<file path="config.mk">
export PLATFORM = sky130hd
export DESIGN_NAME = wb_arbiter
export DESIGN_NICKNAME = d
export VERILOG_FILES = /design/src/rtl/wb_arbiter.sv
export SDC_FILE = /design/constraint.sdc
export NUM_CORES = 1
export LEC_CHECK = 0
export ABC_AREA = 1
export CAP_MARGIN = 20
export CORE_MARGIN = 2
export CORE_UTILIZATION = 41
export DETAILED_ROUTE_END_ITERATION = 12
export PLACE_DENSITY = 0.89
export SLEW_MARGIN = 15
export SYNTH_ARGS = -nofsm -noshare
export SYNTH_HDL_FRONTEND = slang
export SYNTH_SLANG_ARGS = --single-unit
</file>
<file path="constraint.sdc">
create_clock -name clk -period 6 [get_ports clk]
set_clock_uncertainty 0.15 [all_clocks]
set_input_delay 1.2 -clock clk [delete_from_list [all_inputs] [get_ports clk]]
set_output_delay 1.2 -clock clk [all_outputs]
set_load 0.005 [all_outputs]
</file>
<file path="src/rtl/wb_arbiter.sv">
// Writeback arbiter: round-robin pick of one completed result per cycle into a
// registered register-file write port. Define WB_FWD_EN to add decode bypass ports.
module wb_arbiter #(
    parameter int unsigned N_SRC = 3
) (
    input  logic                 clk,
    input  logic                 rst,
    input  logic [N_SRC-1:0]     src_valid,
    output logic [N_SRC-1:0]     src_ready,
    input  logic [5*N_SRC-1:0]   src_rd,
    input  logic [N_SRC-1:0]     src_isf,
    input  logic [32*N_SRC-1:0]  src_data,
    output logic                 reg_write,
    output logic [4:0]           write_reg,
    output logic [31:0]          write_data,
    output logic                 write_f
`ifdef WB_FWD_EN
    ,
    input  logic [4:0]           fwd_rs1,
    input  logic [4:0]           fwd_rs2,
    input  logic                 fwd_rs1_f,
    input  logic                 fwd_rs2_f,
    output logic                 fwd_hit1,
    output logic                 fwd_hit2,
    output logic [31:0]          fwd_data1,
    output logic [31:0]          fwd_data2
`endif
);

    localparam int unsigned PW = $clog2(N_SRC);

    logic [PW-1:0]  rr_ptr;
    logic [PW-1:0]  gidx;
    logic [PW-1:0]  scan_idx;
    logic [PW:0]    scan_sum;
    logic           found;
    logic           xfer;
    logic [4:0]     rd_arr   [N_SRC];
    logic [31:0]    data_arr [N_SRC];

    for (genvar g = 0; g < N_SRC; g++) begin : g_unpack
        assign rd_arr[g]   = src_rd[5*g +: 5];
        assign data_arr[g] = src_data[32*g +: 32];
    end

    // First valid source at or after rr_ptr, wrapping modulo N_SRC.
    always_comb begin
        found    = 1'b0;
        gidx     = '0;
        scan_sum = '0;
        scan_idx = '0;
        for (int unsigned k = 0; k < N_SRC; k++) begin
            scan_sum = {1'b0, rr_ptr} + (PW+1)'(k);
            if (scan_sum >= (PW+1)'(N_SRC)) begin
                scan_sum = scan_sum - (PW+1)'(N_SRC);
            end
            scan_idx = scan_sum[PW-1:0];
            if (!found && src_valid[scan_idx]) begin
                found = 1'b1;
                gidx  = scan_idx;
            end
        end
    end

    assign xfer = found & ~rst;

    always_comb begin
        src_ready = '0;
        if (xfer) begin
            src_ready[gidx] = 1'b1;
        end
    end

    always_ff @(posedge clk) begin
        if (rst) begin
            rr_ptr     <= '0;
            reg_write  <= 1'b0;
            write_reg  <= '0;
            write_data <= '0;
            write_f    <= 1'b0;
        end else if (xfer) begin
            rr_ptr     <= (gidx == PW'(N_SRC-1)) ? '0 : gidx + 1'b1;
            write_reg  <= rd_arr[gidx];
            write_data <= data_arr[gidx];
            write_f    <= src_isf[gidx];
            // Integer x0 is consumed from the source but never written.
            reg_write  <= src_isf[gidx] | (rd_arr[gidx] != 5'd0);
        end else begin
            reg_write  <= 1'b0;
        end
    end

`ifdef WB_FWD_EN
    assign fwd_hit1  = reg_write & (write_reg == fwd_rs1) & (write_f == fwd_rs1_f);
    assign fwd_hit2  = reg_write & (write_reg == fwd_rs2) & (write_f == fwd_rs2_f);
    assign fwd_data1 = fwd_hit1 ? write_data : '0;
    assign fwd_data2 = fwd_hit2 ? write_data : '0;
`endif

endmodule
</file>
* Yosys cells after proc, flatten, opt, wreduce, memory -nomap -nowiden
Cells that the tools add are included.
** Storage, ports and cells
- Bits in registers :: 41
** Operators by class
- Magnitude comparators :: 9
- Reduce and logical (&&, ||, !) cells :: 7
- $add $sub $neg :: 6
- Bitwise logic cells :: 5
- Equal/unequal tests :: 1
- Mux-type cells :: 27
** Operators by type and width (number)
- $bmux W32 S2 :: 1
- $mux W32 :: 2
- $mux W2 :: 7
- $lt A2 B3 Y1 const B :: 4
- $bmux W5 S2 :: 1
- $mux W5 :: 2
- $bmux W1 S2 :: 4
- $mux W1 :: 8
- $ge A3 B2 Y1 const B :: 2
- $sub A2 B2 Y2 const B :: 3
- $reduce_bool A5 Y1 :: 1
- $add A2 B1 Y3 const B :: 1
- $add A2 B2 Y3 const B :: 1
- $ge A3 B3 Y1 const B :: 1
- $logic_and A1 B1 Y1 :: 3
- $mux W3 :: 1
- $not A2 Y3 :: 1
- $add A2 B1 Y2 const B :: 1
- $demux W1 S2 :: 1
- $eq A2 B2 Y1 const B :: 1
- $ge A2 B1 Y1 const B :: 1
- $ge A2 B2 Y1 const B :: 1
- $logic_not A1 Y1 :: 2
- $not A1 Y1 :: 2
- other kinds (3) :: 3

* Depth between registers and ports, before layout
- Depth after elaboration :: 17
- Depth in mapped cells :: 17
- Gate-level depth less buffers :: 17

* Worst setup path after synthesis
No wires, ideal clock.
- Path type :: input port to output port
- Start :: in src_valid[2]
- End :: out src_ready[0]
- Required time :: 4.650 ns
- Arrival :: 2.339 ns
- Slack :: 2.311 ns
- Stages :: 10
- Buffers on the path :: 2
- Cell sequence :: inv_2 o21ai_1 nand2_2 nand3_1 nand2_2 nor2_4 inv_8 buf_6 buf_6 nor3_1
** Between the ends
- Word-level cells in the longest chain between the ends :: 14
- Elaborated cells between the ends (all ways) :: 23
- Those cells by class :: order compare (2); mux (15); bitwise (1); reduce/logical (5)
** Ends and longest elaborated chain
- from (decl) :: RTL line 8 : input logic [N_SRC-1:0] src_valid,
- $bmux W1 S2 :: RTL line 58 : if (!found && src_valid[scan_idx]) begin
- $mux W1 (not written as such) :: RTL line 58
- $mux W1 :: RTL line 58
- $logic_not A1 Y1 :: RTL line 58
- $logic_and A1 B1 Y1 :: RTL line 58
- $mux W1 :: RTL line 58
- $logic_not A1 Y1 :: RTL line 58
- $logic_and A1 B1 Y1 :: RTL line 58
- $mux W2 :: RTL line 58
- $lt A2 B3 Y1 (not written as such) or $ge A2 B1 Y1 (tied branches) :: RTL line 70 : src_ready[gidx] = 1'b1;
- $logic_and A1 B1 Y1 (not written as such) :: RTL line 70
- $mux W1 (not written as such) :: RTL line 70
- $demux W1 S2 :: RTL line 70
- $mux W3 * :: RTL line 69 : if (xfer) begin
- to (decl) :: RTL line 9 : output logic [N_SRC-1:0] src_ready,
Every way passes the cells marked *; elsewhere a longest branch is shown, timed or not. The select of a mux whose other input is x is not followed.

* Worst setup path after layout
Same ends and word-level chain as after synthesis.

==> reports/metrics.yaml <==
synth:
  synthesis.area_per_instance_um2: 7.62
  postSynthCellCount: 345
  yosysUniqueCellTypes: 29
  synthDominantCellAreaShare_pct: 31.2
  netlist_top_cells_area: "sky130_fd_sc_hd__dfxtp_1 (31%), sky130_fd_sc_hd__a41oi_2 (18%), sky130_fd_sc_hd__nand2_1 (17%)"
  synth_sequential_area_ratio_pct: 31.2
  netlist_area_um2: 2630
  ff_latch_count_synth: 41
  mappedNetlistNets: 468
  cell_taking_the_most_area_after_synthesis: "sky130_fd_sc_hd__dfxtp_1"
  synth-warning-count: 0
floorplanning:
  core_box_area_um2: 6280
  initial_core_util_pct: 41.9
  die-area_um2: 7070
  rows: 29
  boundaryPins: 161
  die-height_um: 84.1
  dieWidth_um: 84.1
worst_setup_path:
  timing.critical_path.arrival_ns: 3.58
  timing.critical_path.from_type: "primary input"
  timing.critical_path.required_ns: 4.65
  start_to_end_type_of_the_worst_setup_path: "primary input to primary output"
  worst-path-max-fanout: 41
  worstSetupEndpointType: "primary output"
grt:
  grt_antenna_before_repair: 0
  remaining_global_route_overflow: 0
  grt_max_degree: 42
  wire_length_of_the_first_global_routing_pass_um: 13800
  vias_in_the_first_global_route: 3015
  track_usage_pct: 23.6
cts:
  postCtsSetupRepairBufs: 0
  clock_sink_count: 41
  worst_skew_pair.late_latency_ns: 0.28
  clk_transition_reported_paths_ns: 0.08
  cts_max_level: 2
  post_cts_sizing: 0
  tritoncts.num_buffers: 5
  cts.hold.buffers_added: 0
  cts-root-to-sink-buffers: 2
  clock_tree.root_cell: "sky130_fd_sc_hd__clkbuf_8"
  cts_tree: "yes"
place:
  placed_cells_incl_taps: 562
  globalplace.congestion: 0.819
  detailedPlace.worstSlack_ns: 1.11
  portBuffers: 160
  dp_hpwl_um: 6240
pwr:
  power_spent_charging_and_discharging_nets_w: 0.00115
  power_report.internal_total_w: 0.00114
  ir_worst_vdd_v: 0.000496
  leakagePower_nw: 1.61
  power.sequential.fraction_pct: 20.8
  clock_power_share_pct: 7.9
  share_comb_of_total_power_pct: 71.3
  power_switching_share_pct: 50.2
  power.density_nw_per_um2: 535
route:
  avgViaCountPerCell: 5.41
  finalWirelength_um: 8670
  routed-via-count: 3082
  drt_iter0_markers: 124
  first_pass_iters: 5
  detail-route-antenna-nets: 0
  route.detailed.wl_per_inst_um: 15.2
  remaining_drc_errors: 0
sta:
  final_min_period_over_clock_period_pct: 82.1
  setup_viol_count_final: 0
  rsz0062_at_grt: "no"
  maxSlewHeadroom_pct: 56.5
  worstMarginPinSlew_ns: 0.649
  finalMaxSlewViolations: 0
  maxClockFrequency_mhz: 203
  post_route_hold_slack_ns: 0.372
  timing.final.hold_violations: 0
  layout_setup_ws_ns: 1.07
  setup_tns_ns: 0
  post-route-min-period_ns: 4.93
worst_hold_path:
  timing.hold.worst.class: "register to register"
final_layout:
  area_growth_pct: 62.8
  largest_register_ff_count: 32
  antenna-diode-count: 0
  final_layout_size_suffix_gt1_share_pct: 11.6
  fillers: 512
  layoutNonFillerInstCount: 570
  nets: 615
outcome:
  result_of_the_run: "finished clean"
flow_run:
  maximum_capacitance_violations: 0
power groups by stage:
stage / Clock (W) / Combinational [W] / Sequential (W)
after global routing: 0.000199 / 0.00179 / 0.000493
after CTS: 0.000187 / 0.00164 / 0.000476
final: 0.000181 / 0.00163 / 0.000478
after floorplan: 0 / 0.00115 / 0.000485
after global placement: 0 / 0.00159 / 0.000475
after detailed placement: 0 / 0.00164 / 0.000479
Yosys cell counts:
library cell               count
sky130_fd_sc_hd__ha_1          4
sky130_fd_sc_hd__dfxtp_1      41
sky130_fd_sc_hd__inv_4         1
sky130_fd_sc_hd__a21oi_1       2
sky130_fd_sc_hd__nand3_2       5
sky130_fd_sc_hd__nor2_8        2
sky130_fd_sc_hd__a31oi_1       1
sky130_fd_sc_hd__nand2_1     121
sky130_fd_sc_hd__a22oi_1       1
sky130_fd_sc_hd__a41oi_1       2
sky130_fd_sc_hd__buf_2         4
sky130_fd_sc_hd__buf_4         6
sky130_fd_sc_hd__inv_8         1
sky130_fd_sc_hd__nor3_1        2
sky130_fd_sc_hd__nor2_1       17
sky130_fd_sc_hd__inv_1        14
sky130_fd_sc_hd__nand4_1       2
sky130_fd_sc_hd__o21ai_1       1
sky130_fd_sc_hd__a41oi_2      29
sky130_fd_sc_hd__clkinv_1      1
sky130_fd_sc_hd__nand2_4       1
sky130_fd_sc_hd__o21ai_0      40
sky130_fd_sc_hd__nand2_2       2
sky130_fd_sc_hd__inv_2         5
sky130_fd_sc_hd__nor2_2        1
sky130_fd_sc_hd__nor2_4        1
sky130_fd_sc_hd__nand3_1      25
sky130_fd_sc_hd__clkbuf_1      8
sky130_fd_sc_hd__buf_6         5
worst paths after layout:
check                             startpoint            end  slack, ns  cells after the start
worst max register to register     rr_ptr[0]  write_data[1]       2.74                     13
worst min register to register     rr_ptr[1]      rr_ptr[1]       0.37                      2
worst max-delay path            src_valid[2]   src_ready[0]       1.07                     10
worst min-delay path               rr_ptr[1]      rr_ptr[1]       0.37                      2
cells in the final DEF (no fill, tap or decap):
| cell type | count |
|---|---|
| sky130_fd_sc_hd__clkinv_1 | 1 |
| sky130_fd_sc_hd__nand2_2 | 2 |
| sky130_fd_sc_hd__o21ai_1 | 1 |
| sky130_fd_sc_hd__nand4_1 | 2 |
| sky130_fd_sc_hd__nor2_8 | 2 |
| sky130_fd_sc_hd__dfxtp_1 | 41 |
| sky130_fd_sc_hd__clkdlybuf4s50_1 | 160 |
| sky130_fd_sc_hd__a22oi_1 | 1 |
| sky130_fd_sc_hd__clkbuf_1 | 2 |
| sky130_fd_sc_hd__nor2_2 | 1 |
| sky130_fd_sc_hd__a21oi_1 | 2 |
| sky130_fd_sc_hd__nor3_1 | 2 |
| sky130_fd_sc_hd__a41oi_1 | 2 |
| sky130_fd_sc_hd__nand3_2 | 5 |
| sky130_fd_sc_hd__a31oi_1 | 1 |
| sky130_fd_sc_hd__inv_4 | 1 |
| sky130_fd_sc_hd__o21ai_0 | 40 |
| sky130_fd_sc_hd__inv_2 | 5 |
| sky130_fd_sc_hd__clkinvlp_4 | 1 |
| sky130_fd_sc_hd__ha_1 | 4 |
| sky130_fd_sc_hd__nand2_4 | 1 |
| sky130_fd_sc_hd__nor2_4 | 1 |
| sky130_fd_sc_hd__nand2_1 | 121 |
| sky130_fd_sc_hd__a41oi_2 | 29 |
| sky130_fd_sc_hd__nand3_1 | 25 |
| sky130_fd_sc_hd__inv_1 | 14 |
| sky130_fd_sc_hd__nor2_1 | 17 |
| sky130_fd_sc_hd__clkbuf_8 | 5 |
| sky130_fd_sc_hd__inv_8 | 1 |
| sky130_fd_sc_hd__buf_4 | 3 |
layout make-up:
| cell class | instances | area (um^2) | share of cell area, % |
|---|---|---|---|
| flip-flops and latches | 41 | 821 | 19.2 |
| well taps | 77 | 96.3 | 2.25 |
| clock buffers | 7 | 76.3 | 1.78 |
| clock inverters | 1 | 7.51 | 0.175 |
| inverters | 22 | 92.6 | 2.16 |
| multi-input cells | 259 | 1570 | 36.5 |
| repair buffers | 163 | 1620 | 37.9 |
worst max-delay path, stage by stage:
cell and delay (ns):
sky130_fd_sc_hd__clkdlybuf4s50_1 0.52, sky130_fd_sc_hd__inv_2 0.05, sky130_fd_sc_hd__o21ai_0 0.20, sky130_fd_sc_hd__nand2_1 0.12
sky130_fd_sc_hd__nand3_2 0.13, sky130_fd_sc_hd__nor2_2 0.06, sky130_fd_sc_hd__nor2_4 0.31, sky130_fd_sc_hd__inv_8 0.19
sky130_fd_sc_hd__nor3_1 0.25, sky130_fd_sc_hd__clkdlybuf4s50_1 0.54
stage by stage:
stage | instance area [um^2] | total power, W | utilization [%]
2_1_floorplan | 2630 | 0.00164 | -
3_3_place_gp | 4200 | 0.00206 | 66.9
3_5_place_dp | 4200 | 0.00212 | 66.9
4_1_cts | 4280 | 0.00231 | 68.2
5_1_grt | 4280 | 0.00248 | 68.2
6_report | 4280 | 0.00229 | 68.2
metal layers:
metal,vias up,global-route usage (%),wire length [um]
li1,1471,-,-
met1,1434,27.5,3440
met2,163,42.0,4390
met3,14,6.33,724
met4,0,7.18,123
met5,-,0,0
logic make-up (layout without fill, tap and decap cells):
logic type	after synthesis	after routing	share of synthesized area, %
AOI/OAI and AO/OA	76	76	27.3
buffers and inverters	45	193	9.28
adders and majority gates	4	4	1.90
and+or+nand+nor	179	179	30.3
DFF	41	41	31.2
Power figures use the tool's default switching activity.
